### src/rtl/prio_enc_pkg.sv
// Shared definitions for the registered interrupt priority encoder.
package prio_enc_pkg;

    // Upper bound on the number of request lines the encoder supports.
    localparam int MAX_N = 64;

    // Request capture mode, decoded from the EDGE_MODE parameter.
    typedef enum logic {
        MODE_LEVEL = 1'b0,
        MODE_EDGE  = 1'b1
    } mode_e;

    // Index width for n lines; never returns less than 1 so a 2-line
    // encoder still gets a usable 1-bit index.
    function automatic int clog2_safe(input int n);
        int result;
        result = 1;
        for (int w = 1; w < 7; w++) begin
            if ((1 << w) < n) result = w + 1;
        end
        return result;
    endfunction

endpackage

### src/rtl/prio_find.sv
// Combinational highest-set-bit finder: any = OR of vec, idx = position of
// the most significant set bit (0 when vec is empty).
module prio_find
    import prio_enc_pkg::*;
#(
    parameter int N     = 8,
    parameter int IDX_W = clog2_safe(N)
) (
    input  logic [N-1:0]     vec,
    output logic             any,
    output logic [IDX_W-1:0] idx
);

    // Ascending scan: a later (higher) set bit overrides an earlier one.
    // NOTE: idx gets a default before the loop so no path leaves it unassigned, which would infer a latch.
    always_comb begin
        any = |vec;
        idx = '0;
        for (int i = 0; i < N; i++) begin
            if (vec[i]) idx = IDX_W'(i);
        end
    end

endmodule

### src/rtl/prio_encoder_irq.sv
// Registered N-line priority encoder with per-line mask, optional rising-edge
// latching into a pending register, and a valid/ready output handshake.
// Line N-1 has the highest priority. A presented index is never retracted or
// preempted while the consumer stalls.
module prio_encoder_irq
    import prio_enc_pkg::*;
#(
    parameter int N         = 8,
    parameter int IDX_W     = clog2_safe(N),
    parameter bit EDGE_MODE = 1'b1
) (
    input  logic             clk,
    input  logic             rst_n,
    input  logic [N-1:0]     req,
    input  logic [N-1:0]     mask,
    input  logic             out_ready,
    output logic             out_valid,
    output logic [IDX_W-1:0] out_idx,
    output logic [N-1:0]     pending
);

    localparam mode_e MODE = EDGE_MODE ? MODE_EDGE : MODE_LEVEL;

    // Elaboration-time guard on the parameter range.
    generate
        if (N < 2 || N > MAX_N) begin : g_bad_n
            $error("prio_encoder_irq: N out of range");
        end
        if (IDX_W < clog2_safe(N)) begin : g_bad_w
            $error("prio_encoder_irq: IDX_W too narrow for N");
        end
    endgenerate

    logic [N-1:0]     req_q;
    logic [N-1:0]     rise;
    logic [N-1:0]     ack_vec;
    logic [N-1:0]     pending_next;
    logic [N-1:0]     sel_base;
    logic [N-1:0]     cand;
    logic             ack;
    logic             upd;
    logic             cand_any;
    logic [IDX_W-1:0] cand_idx;

    // Handshake: a transfer happens when a valid index meets a ready consumer;
    // the output register may reload when it is empty or being drained.
    always_comb begin
        ack = out_valid & out_ready;
        upd = ~out_valid | out_ready;
    end

    // One-hot mask of the line being acknowledged this cycle.
    always_comb begin
        ack_vec = '0;
        for (int i = 0; i < N; i++) begin
            ack_vec[i] = ack && (out_idx == IDX_W'(i));
        end
    end

    // Next pending value and the base the selector looks at. In edge mode a
    // fresh rise on the acknowledged line wins over the clear; new rises only
    // join the selection one edge after they are latched. In level mode
    // pending mirrors req and acknowledges are ignored.
    always_comb begin
        rise = req & ~req_q;
        if (MODE == MODE_EDGE) begin
            pending_next = (pending & ~ack_vec) | rise;
            sel_base     = pending & ~ack_vec;
        end else begin
            pending_next = req;
            sel_base     = pending;
        end
        cand = sel_base & mask;
    end

    prio_find #(
        .N     (N),
        .IDX_W (IDX_W)
    ) u_find (
        .vec (cand),
        .any (cand_any),
        .idx (cand_idx)
    );

    // State: request history, pending lines and the presented selection,
    // which is frozen while the consumer stalls.
    // NOTE: registered state is written with non-blocking assignments so every flop samples pre-edge values.
    always_ff @(posedge clk or negedge rst_n) begin
        if (!rst_n) begin
            req_q     <= '0;
            pending   <= '0;
            out_valid <= 1'b0;
            out_idx   <= '0;
        end else begin
            req_q   <= req;
            pending <= pending_next;
            if (upd) begin
                out_valid <= cand_any;
                out_idx   <= cand_any ? cand_idx : '0;
            end
        end
    end

endmodule

### config.mk
export PLATFORM = sky130hd
export DESIGN_NAME = prio_encoder_irq
export DESIGN_NICKNAME = d
export VERILOG_FILES = /design/src/rtl/prio_enc_pkg.sv /design/src/rtl/prio_find.sv /design/src/rtl/prio_encoder_irq.sv
export SDC_FILE = /design/constraint.sdc
export NUM_CORES = 1
export LEC_CHECK = 0
export BUFFER_PORTS_ARGS = -buffer_cell sky130_fd_sc_hd__buf_2
export CAP_MARGIN = 20
export CORE_MARGIN = 1
export CORE_UTILIZATION = 43
export DETAILED_ROUTE_END_ITERATION = 16
export MAX_ROUTING_LAYER = met4
export PLACE_DENSITY_LB_ADDON = 0.12
export SYNTH_ARGS = -nofsm -noshare
export SYNTH_HDL_FRONTEND = slang
export SYNTH_SLANG_ARGS = --single-unit
### constraint.sdc
create_clock -name clk -period 1.6 [get_ports clk]
set_input_delay 0.24 -clock clk [delete_from_list [all_inputs] [get_ports clk]]
set_output_delay 0.24 -clock clk [all_outputs]
set_load 0.05 [all_outputs]
==> impl_metrics.yaml, run 1 <==
outcome:
  status: "finished, final reports clean"
worst_setup_path:
  endpoint_kind: "register"
  cpPeakStageDelay_ns: 0.43
  crit_family: "compound AO/OA/AOI/OAI gates"
  cp_data_arrival_time_ns: 1.77
  cp_cell_sequence: "and3b_2 -> a21o_1 -> a41oi_2 -> o31ai_2 -> mux2_2"
  path_buf_inv: 0
  crit_type: "register to register"
  crit_required_ns: 1.81
  worstPathMaxFanout: 5
  slowest_stage: "dfrtp_2"
  crit_path_start_kind: "register"
drt:
  num_vias: 735
  route.detailed.drc: 0
  detail_route.wirelength_microns: 1820
  ant_nets: 0
  drt_iter0_markers: 7
  detail_route.wl_per_cell_microns: 12.38
  drt_first_pass_iters: 2
  vias_per_cell: 5.000
sta:
  fmax_mhz: 639.6
  fin_ws_ns: 0.03660
  hold_slack_ns: 0.04070
  fin_skew_ns: 0.005644
  final_max_slew_viol_count: 0
  slew_headroom_pct: 67.24
  fin_crit_ns: 1.563
  rsz0062_at_grt: "yes"
  hold_viol_final: 0
  worstMarginPinSlew_ns: 0.4891
  period_share_pct: 97.71
  setup_viol: 0
clock_tree:
  cts_buffer_depth: 2
  insertion_delay_ns: 0.31
  cts_num_sinks: 20
  cts_tree: "yes"
  numCtsBuffers: 3
  path_clk_slew_ns: 0.11
  root_buffer: "clkbuf_4"
  htree_num_levels: 1
synthesis:
  synth_fp_nets: 105
  yosys.cell_types.count: 27
  synth_ff_type: "dfrtp_1"
  synth-seq-cells: 20
  synth_warnings: 0
  netlist_area_sq_um: 875.8
  synth-seq-area-share_pct: 57.14
  avgSynthCellArea_sq_um: 10.18
  synth_cells: 86
  synth_edf_count: 0
  async_flop_share_pct: 100.0
place:
  io_buffers: 30
  dp_hpwl_microns: 1317
  place_congestion: 0.8614
  place_ws_ns: 0.007802
  dp.cells: 140
floorplanning:
  boundaryPins: 31
  fp.dieH_microns: 47.13
  core_area_sq_um: 1821
  die_x_microns: 47.13
  start_util_pct: 48.11
  dieArea_sq_um: 2221
  rows: 15
finish:
  antenna_cells: 0
  final_common_cell: "buf_2"
  multi_input_area_sq_um: 390.4
  regArea_sq_um: 505.5
  syn_to_final_growth_pct: 36.14
  nets: 142
  final_cell_mix: "buf_2, nand2_1, dfrtp_1"
  fin_cells: 147
  n_fill_cell: 165
  drive_gt1_share_pct: 46.72
global_route:
  gr-usage-all-layers_pct: 17.94
  overflow: 0
  antenna_found_initial: 0
  grt_max_degree: 21
  grt_pass1_vias: 669
  grt_pass1_wl_microns: 2649
power:
  ir_worst_vdd_v: 0.001125
  p_total_mw: 2.160
  p_per_area_nw_per_um2: 1812
  power.leakage_nw: 0.5674
hold_path:
  hold_path.class: "input pin to register"
flow_run:
  drv_cap: 0
-- layer usage --
metal  GRT usage, %  vias up  wire length [microns]
met3          2.308        5                     52
met1          20.78      348                    784
met5              -        -                      0
li1               -      364                      -
met4          10.29        0                     36
met2          29.72       18                    947
-- Yosys cell counts (2+ instances only) --
master   count  area, sq um
a21oi_1      3        15.01
a31oi_1      3        18.77
and3_1       2        12.51
dfrtp_1     20        500.5
inv_1        8        30.03
nand2_1     18        67.56
nand3_1      2        10.01
nor2_1       3        11.26
nor2b_1      2        12.51
o21ai_0      8        40.04
-- state kept, by name, summed over array words and instances (netlist names) --
signal	count
out_valid	1
pending	8
out_idx	3
req_q	8
-- power breakdown --
| part | leakage (nW) | total [mW] | switching [mW] | internal, mW |
|---|---|---|---|---|
| combinational | 0.331 | 1.02 | 0.696 | 0.326 |
| sequential | 0.208 | 0.727 | 0.105 | 0.621 |
| clock | 0.0279 | 0.411 | 0.158 | 0.253 |
| total | 0.567 | 2.16 | 0.960 | 1.20 |
-- per-stage QoR --
stage           TNS (ns)  cell area, sq um  util (%)
2_1_floorplan  -0.005110             887.1         -
3_3_place_gp           0              1064     58.42
3_5_place_dp           0              1064     58.42
4_1_cts                0              1127     61.92
5_1_grt         -0.07407              1192     65.50
6_report               0              1192     65.50
-- worst paths after layout --
path / start / endpoint / slack (ns) / depth (start not counted)
worst max-delay path: out_valid / out_idx[0] / 0.04 / 5
min in group asynchronous: rst_n / req_q[3] / 0.39 / 2
max in group asynchronous: rst_n / out_idx[1] / 0.89 / 2
worst min register to register: req_q[2] / pending[2] / 0.43 / 1
worst max register to register: out_valid / out_idx[0] / 0.04 / 5
worst min-delay path: req[4] / req_q[4] / 0.04 / 1
-- logic make-up after synthesis --
group	synth area share, %
AND/OR/NAND/NOR	20.86
AO/OA/AOI/OAI	15.86
buffers and inverters	4.857
multiplexers	1.286
flip-flops	57.14
-- cell type report --
class | count | share of cell area (%)
Sequential cell | 20 | 42.39
Multi-Input combinational cell | 56 | 32.74
Timing Repair Buffer | 34 | 15.32
Tap cell | 25 | 2.623
Clock inverter | 1 | 2.518
Inverter | 8 | 2.518
Clock buffer | 3 | 1.889
-- worst reg2reg max path: stages (launching register included) --
cell	delay, ns
dfrtp_2	0.43
and3b_2	0.26
a21o_1	0.23
a41oi_2	0.20
o31ai_2	0.08
mux2_2	0.26
-- repair_timing --
action                                  4_1_cts  5_1_grt
buffers inserted                              0        2
hold buffers                                  1        0
hold endpoints to repair                     20        0
gates resized for setup                       1       10
endpoints found under the setup margin        2        4
pin swaps                                     0        3
Power figures use the tool's default switching activity.
==> run 2: changes to the inputs <==
--- a/config.mk
+++ b/config.mk
@@ -5,11 +5,12 @@
 export SDC_FILE = /design/constraint.sdc
 export NUM_CORES = 1
 export LEC_CHECK = 0
-export BUFFER_PORTS_ARGS = -buffer_cell sky130_fd_sc_hd__buf_2
+export ABC_AREA = 1
 export CAP_MARGIN = 20
 export CORE_MARGIN = 1
-export CORE_UTILIZATION = 43
+export CORE_UTILIZATION = 45
 export DETAILED_ROUTE_END_ITERATION = 16
+export DONT_BUFFER_PORTS = 1
 export MAX_ROUTING_LAYER = met4
 export PLACE_DENSITY_LB_ADDON = 0.12
 export SYNTH_ARGS = -nofsm -noshare
==> run 2 against run 1 <==
Worst hold slack better by 0.012 ns. Non-clock buffer count fell by 13. Largest power group is now registers. Count of clock-buffer cells in the layout increased by 1. Total power fell by 33%. Final area shrank 7.7%. Fmax grew 14%. Critical path depth increased by 8. Setup slack better by 0.19 ns. Area after synthesis fell by 2.6%.
==> impl_metrics.yaml, run 2 <==
floorplanning:
  rows: 15
  start_util_pct: 48.89
  core_area_sq_um: 1745
  die_x_microns: 45.55
  dieArea_sq_um: 2074
  fp.dieH_microns: 45.55
  boundaryPins: 31
place:
  dp_hpwl_microns: 1187
  io_buffers: 0
  place_ws_ns: 0.2599
  place_congestion: 0.7782
synthesis:
  synth_warnings: 0
  ys_top_cells_by_area: "dfrtp_1, nand2_1, inv_1"
  netlist_area_sq_um: 853.3
  yosysTopAreaCell: "dfrtp_1"
  synth-adder-area-share_pct: 0
  yosysMostFrequentCell: "nand2_1"
  synth_cells: 92
  synth_top_family_by_area: "simple AND/OR/NAND/NOR gates"
  synth_ff_type: "dfrtp_1"
  synth-seq-area-share_pct: 58.65
  synth_top_area_share_pct: 58.65
  synth-xor-area-share_pct: 0
  synth_compound_area_share_pct: 11.73
  synth-seq-cells: 20
  synth_edf_count: 0
  synthSimpleGateAreaFrac_pct: 22.58
  synthMuxAreaShare_pct: 0
  synth_fp_nets: 111
  synthTopCellsByCount: "nand2_1, dfrtp_1, inv_1"
  avgSynthCellArea_sq_um: 9.275
  async_flop_share_pct: 100.0
  yosys.cell_types.count: 16
global_route:
  antenna_found_initial: 0
  grt_pass1_wl_microns: 2470
  gr-usage-all-layers_pct: 17.62
  overflow: 0
  grt_max_degree: 21
  grt_pass1_vias: 598
worst_setup_path:
  crit_start: "out_idx[0]"
  slowest_stage: "dfrtp_1"
  endpoint_kind: "register"
  worstPathMaxFanout: 6
  crit_required_ns: 1.79
  reg2regPathDepth: 13
  crit_type: "register to register"
  r2r_start: "out_idx[0]"
  crit_path_start_kind: "register"
  reg2reg_to: "out_idx[0]"
  cp_data_arrival_time_ns: 1.56
  cpPeakStageDelay_ns: 0.48
  cp_cell_sequence: "inv_2 -> nor2_1 -> nand2_1 -> nand2_2 -> nor2_2 -> nand2_1 -> nand2_1 -> nand2_1 -> nand2_1 -> nand2_1 -> nand2_1 -> nand2_1 -> nand2_1"
  crit_top_cell: "nand2_1"
  rrSetupSlack_ns: 0.23
clock_tree:
  cts_resized: 0
  root_buffer: "clkbuf_4"
  path_clk_slew_ns: 0.12
  numCtsBuffers: 3
  cts_num_sinks: 20
  cts_buffer_depth: 2
  cts_tree: "yes"
  insertion_delay_ns: 0.30
  htree_num_levels: 1
sta:
  worstMarginPinSlew_ns: 0.8780
  final_max_slew_viol_count: 0
  fin_ws_ns: 0.2286
  rsz0062_at_grt: "no"
  hold_viol_final: 0
  period_share_pct: 85.71
  setup_viol: 0
  hold_slack_ns: 0.05312
  fin_crit_ns: 1.371
  slew_headroom_pct: 41.27
  fmax_mhz: 729.2
  fin_skew_ns: 0.01136
  tns_ns: 0
power:
  intPower_mw: 0.8880
  ir_worst_vdd_v: 0.0009272
  netSwitchingFraction_pct: 38.94
  power_switching_mw: 0.5663
  p_total_mw: 1.454
  p_clk_share_pct: 19.8
  p_per_area_nw_per_um2: 1321
  power.leakage_nw: 0.5660
  power_frac_comb_pct: 37.2
  seq_power_share_pct: 43.0
finish:
  final_common_cell: "nand2_1"
  n_fill_cell: 148
  regArea_sq_um: 500.5
  final_util_pct: 63.08
  multi_input_area_sq_um: 292.8
  drive_gt1_share_pct: 23.93
  antenna_cells: 0
  nets: 137
  syn_to_final_growth_pct: 29.03
  final_cell_mix: "nand2_1, dfrtp_1, inv_1"
  reg.largest.list: "pending x8, req_q x8, out_idx x3"
hold_path:
  min_from: "req[1]"
  hold_depth: 2
  worstHoldEndpoint: "pending[1]"
  hold_path.class: "input pin to register"
flow_run:
  drv_cap: 0
drt:
  detail_route.wl_per_cell_microns: 11.11
  detail_route.wirelength_microns: 1578
  drt_iter0_markers: 5
  num_vias: 658
  ant_nets: 0
  vias_per_cell: 4.634
  route.detailed.drc: 0
  drt_first_pass_iters: 3
outcome:
  status: "finished, final reports clean"
## run 2: cell types whose count changed after synthesis, moves of 3 or more
cell,before,now
inv_2,0,3
o21bai_1,0,4
o21ai_0,8,4
nor2_1,3,6
inv_1,8,13
nand2_2,0,4
a21boi_1,0,4
nand2_1,18,23
o21ai_1,0,3
a31oi_1,3,0
## run 2: worst max path at each step
stage,to
2_1_floorplan,out_idx[0]
3_3_place_gp,out_idx[0]
3_5_place_dp,out_idx[0]
4_1_cts,out_idx[0]
5_1_grt,out_idx[0]
6_report,out_idx[0]
## run 2: final cells by class
class | instances | area share [%]
repair buffers | 21 | 16.36
inverters | 16 | 5.455
flip-flops and latches | 20 | 45.45
clock buffers | 4 | 3.295
multi-input cells | 56 | 26.59
well taps | 25 | 2.841
## run 2: timing repair
| item | 4_1_cts | 5_1_grt |
|---|---|---|
| buffers inserted | 0 | 0 |
| hold buffers | 9 | 0 |
| endpoints found under the setup margin | 0 | 0 |
| hold endpoints to repair | 28 | 0 |
## run 2: critical path, delay by kind of cell (launching register included)
kind | cells | cell delay (ns)
and+or+nand+nor | 12 | 0.76
DFF | 1 | 0.48
buffers and inverters | 1 | 0.04
## run 2: per-layer routing
layer | GRT usage [%] | share of wire [%] | vias to the layer above
li1 | - | - | 333
met1 | 22.51 | 47 | 299
met2 | 27.14 | 47 | 22
met3 | 2.381 | 4.0 | 4
met4 | 9.091 | 1.6 | 0
met5 | - | 0 | -
## run 2: power by group through the flow
stage	logic (mW)	clock network (mW)	registers, mW
2_1_floorplan	0.179	0	0.836
3_3_place_gp	0.513	0	0.633
3_5_place_dp	0.517	0	0.635
4_1_cts	0.546	0.300	0.625
5_1_grt	0.584	0.308	0.635
6_report	0.541	0.288	0.625
## run 2: kinds of logic (layout without fill, tap and decap cells)
group,after synthesis,after routing
flops,20,20
compound gates,16,16
buf+inv,16,41
simple gates,40,40
## run 2: stage by stage
stage / cells / area (sq um)
global placement: 129 / 974.7
detailed placement: 129 / 974.7
global route: 142 / 1101
finish: 142 / 1101
CTS: 142 / 1101
floorplan: 92 / 853.3
==> run 3: changes to the inputs <==
--- a/config.mk
+++ b/config.mk
@@ -12,7 +12,7 @@
 export DETAILED_ROUTE_END_ITERATION = 16
 export DONT_BUFFER_PORTS = 1
 export MAX_ROUTING_LAYER = met4
-export PLACE_DENSITY_LB_ADDON = 0.12
+export PLACE_DENSITY = 0.69
 export SYNTH_ARGS = -nofsm -noshare
 export SYNTH_HDL_FRONTEND = slang
 export SYNTH_SLANG_ARGS = --single-unit
==> run 3 against run 2 <==
Fmax is 0.38% higher. Via count grew 1.2%. Clock skew is 0.0099 ns lower. Total power is 3.9% lower. Register-to-register slack is essentially flat. Sequential power about the same. Non-clock buffer count stayed put.
==> impl_metrics.yaml, run 3 (synthesis results as in run 2) <==
outcome:
  status: "finished, final reports clean"
drt:
  vias_per_cell: 4.723
  route.detailed.drc: 0
  drt_first_pass_iters: 4
  ant_nets: 0
  drt_iter0_markers: 9
  detail_route.wirelength_microns: 1569
  num_vias: 666
  detail_route.wl_per_cell_microns: 11.13
floorplanning:
  rows: 15
  fp.dieH_microns: 45.55
  die_x_microns: 45.55
  dieArea_sq_um: 2074
  boundaryPins: 31
  start_util_pct: 48.89
  core_area_sq_um: 1745
worst_setup_path:
  reg2reg_to: "out_valid"
  endpoint_kind: "register"
  rrSetupSlack_ns: 0.23
  worstPathMaxFanout: 4
  crit_required_ns: 1.78
  crit_path_start_kind: "register"
  cp_data_arrival_time_ns: 1.54
  r2r_start: "out_idx[2]"
  crit_type: "register to register"
  reg2regPathDepth: 7
  crit_start: "out_idx[2]"
sta:
  final_max_slew_viol_count: 0
  rsz0062_at_grt: "no"
  slew_headroom_pct: 42.68
  period_share_pct: 85.39
  worstMarginPinSlew_ns: 0.8569
  setup_viol: 0
  hold_viol_final: 0
  fin_skew_ns: 0.001506
  fin_crit_ns: 1.366
  tns_ns: 0
  fmax_mhz: 732.0
clock_tree:
  cts_setup_buffers: 0
  numCtsBuffers: 3
  cts_buffer_depth: 2
  htree_num_levels: 1
  cts_tree: "yes"
  insertion_delay_ns: 0.29
  cts_num_sinks: 20
  path_clk_slew_ns: 0.10
  cts-hold-fix-buffers: 9
  root_buffer: "clkbuf_4"
  cts_resized: 0
power:
  ir_worst_vdd_v: 0.0006970
  p_per_area_nw_per_um2: 1285
  power.leakage_nw: 0.5588
  p_total_mw: 1.398
place:
  dp.cells: 129
  place_congestion: 0.7925
  dp_hpwl_microns: 1241
  io_buffers: 0
finish:
  fin_cells: 141
  final_common_cell: "nand2_1"
  antenna_cells: 0
  drive_gt1_share_pct: 23.28
  reg.largest.list: "pending x8, req_q x8, out_idx x3"
  syn_to_final_growth_pct: 27.42
  final_cell_mix: "nand2_1, dfrtp_1, inv_1"
  nets: 137
flow_run:
  drv_cap: 0
global_route:
  antenna_found_initial: 0
  grt_pass1_vias: 661
  grt_max_degree: 21
  gr-usage-all-layers_pct: 19.00
  grt_pass1_wl_microns: 2697
  overflow: 0
hold_path:
  worstHoldEndpoint: "pending[3]"
  min_from: "req[3]"
  hold_depth: 2
  hold_path.class: "input pin to register"
==> run 3: routing by layer <==
metal | global-route usage [%] | share of wire (%) | vias to the layer above
met5 | - | 0 | -
met4 | 7.273 | 1.2 | 0
met3 | 3.571 | 5.5 | 2
met2 | 31.71 | 49 | 24
met1 | 22.51 | 44 | 308
li1 | - | - | 332
==> run 3: worst max-delay path, stage by stage (launching register included) <==
cell and delay [ns]:
dfrtp_1 0.45, inv_2 0.06, nor2_4 0.15, a21boi_1 0.11, nand2_1 0.11, nand2_1 0.08
nor2_1 0.17, nand3_1 0.11
==> run 3: cell type report <==
class / instances / area [sq um]
sequential: 20 / 500.5
tap: 25 / 31.28
clock buffer: 3 / 22.52
inverter: 16 / 60.06
fill: 145 / 658.1
timing repair buffer: 21 / 180.2
multi-input combinational: 56 / 292.8
==> run 3: through the flow <==
stage                     hold WS (ns)  worst slack, ns  instance area (sq um)  util [%]
after floorplan               -0.05559          0.04808                  853.3         -
final                          0.06930           0.2338                   1087     62.29
after global routing           0.07843          0.09760                   1087     62.29
after global placement        -0.05513           0.3240                  974.7     55.84
after detailed placement      -0.05518           0.2806                  974.7     55.84
after CTS                      0.06067           0.2491                   1087     62.29
==> run 3: worst max-delay path by stage <==
stage | end | slack [ns]
after floorplan | out_idx[0] | 0.05
after global placement | out_idx[1] | 0.32
after detailed placement | out_valid | 0.28
after CTS | out_valid | 0.25
after global routing | out_idx[1] | 0.1
final | out_valid | 0.23
==> run 3: report_power, final <==
group	internal, mW	switching [mW]	leakage [nW]	total [mW]
Clock	0.0877	0.139	0.0138	0.226
Combinational	0.177	0.371	0.331	0.548
Sequential	0.572	0.0511	0.214	0.623
Total	0.837	0.560	0.559	1.40
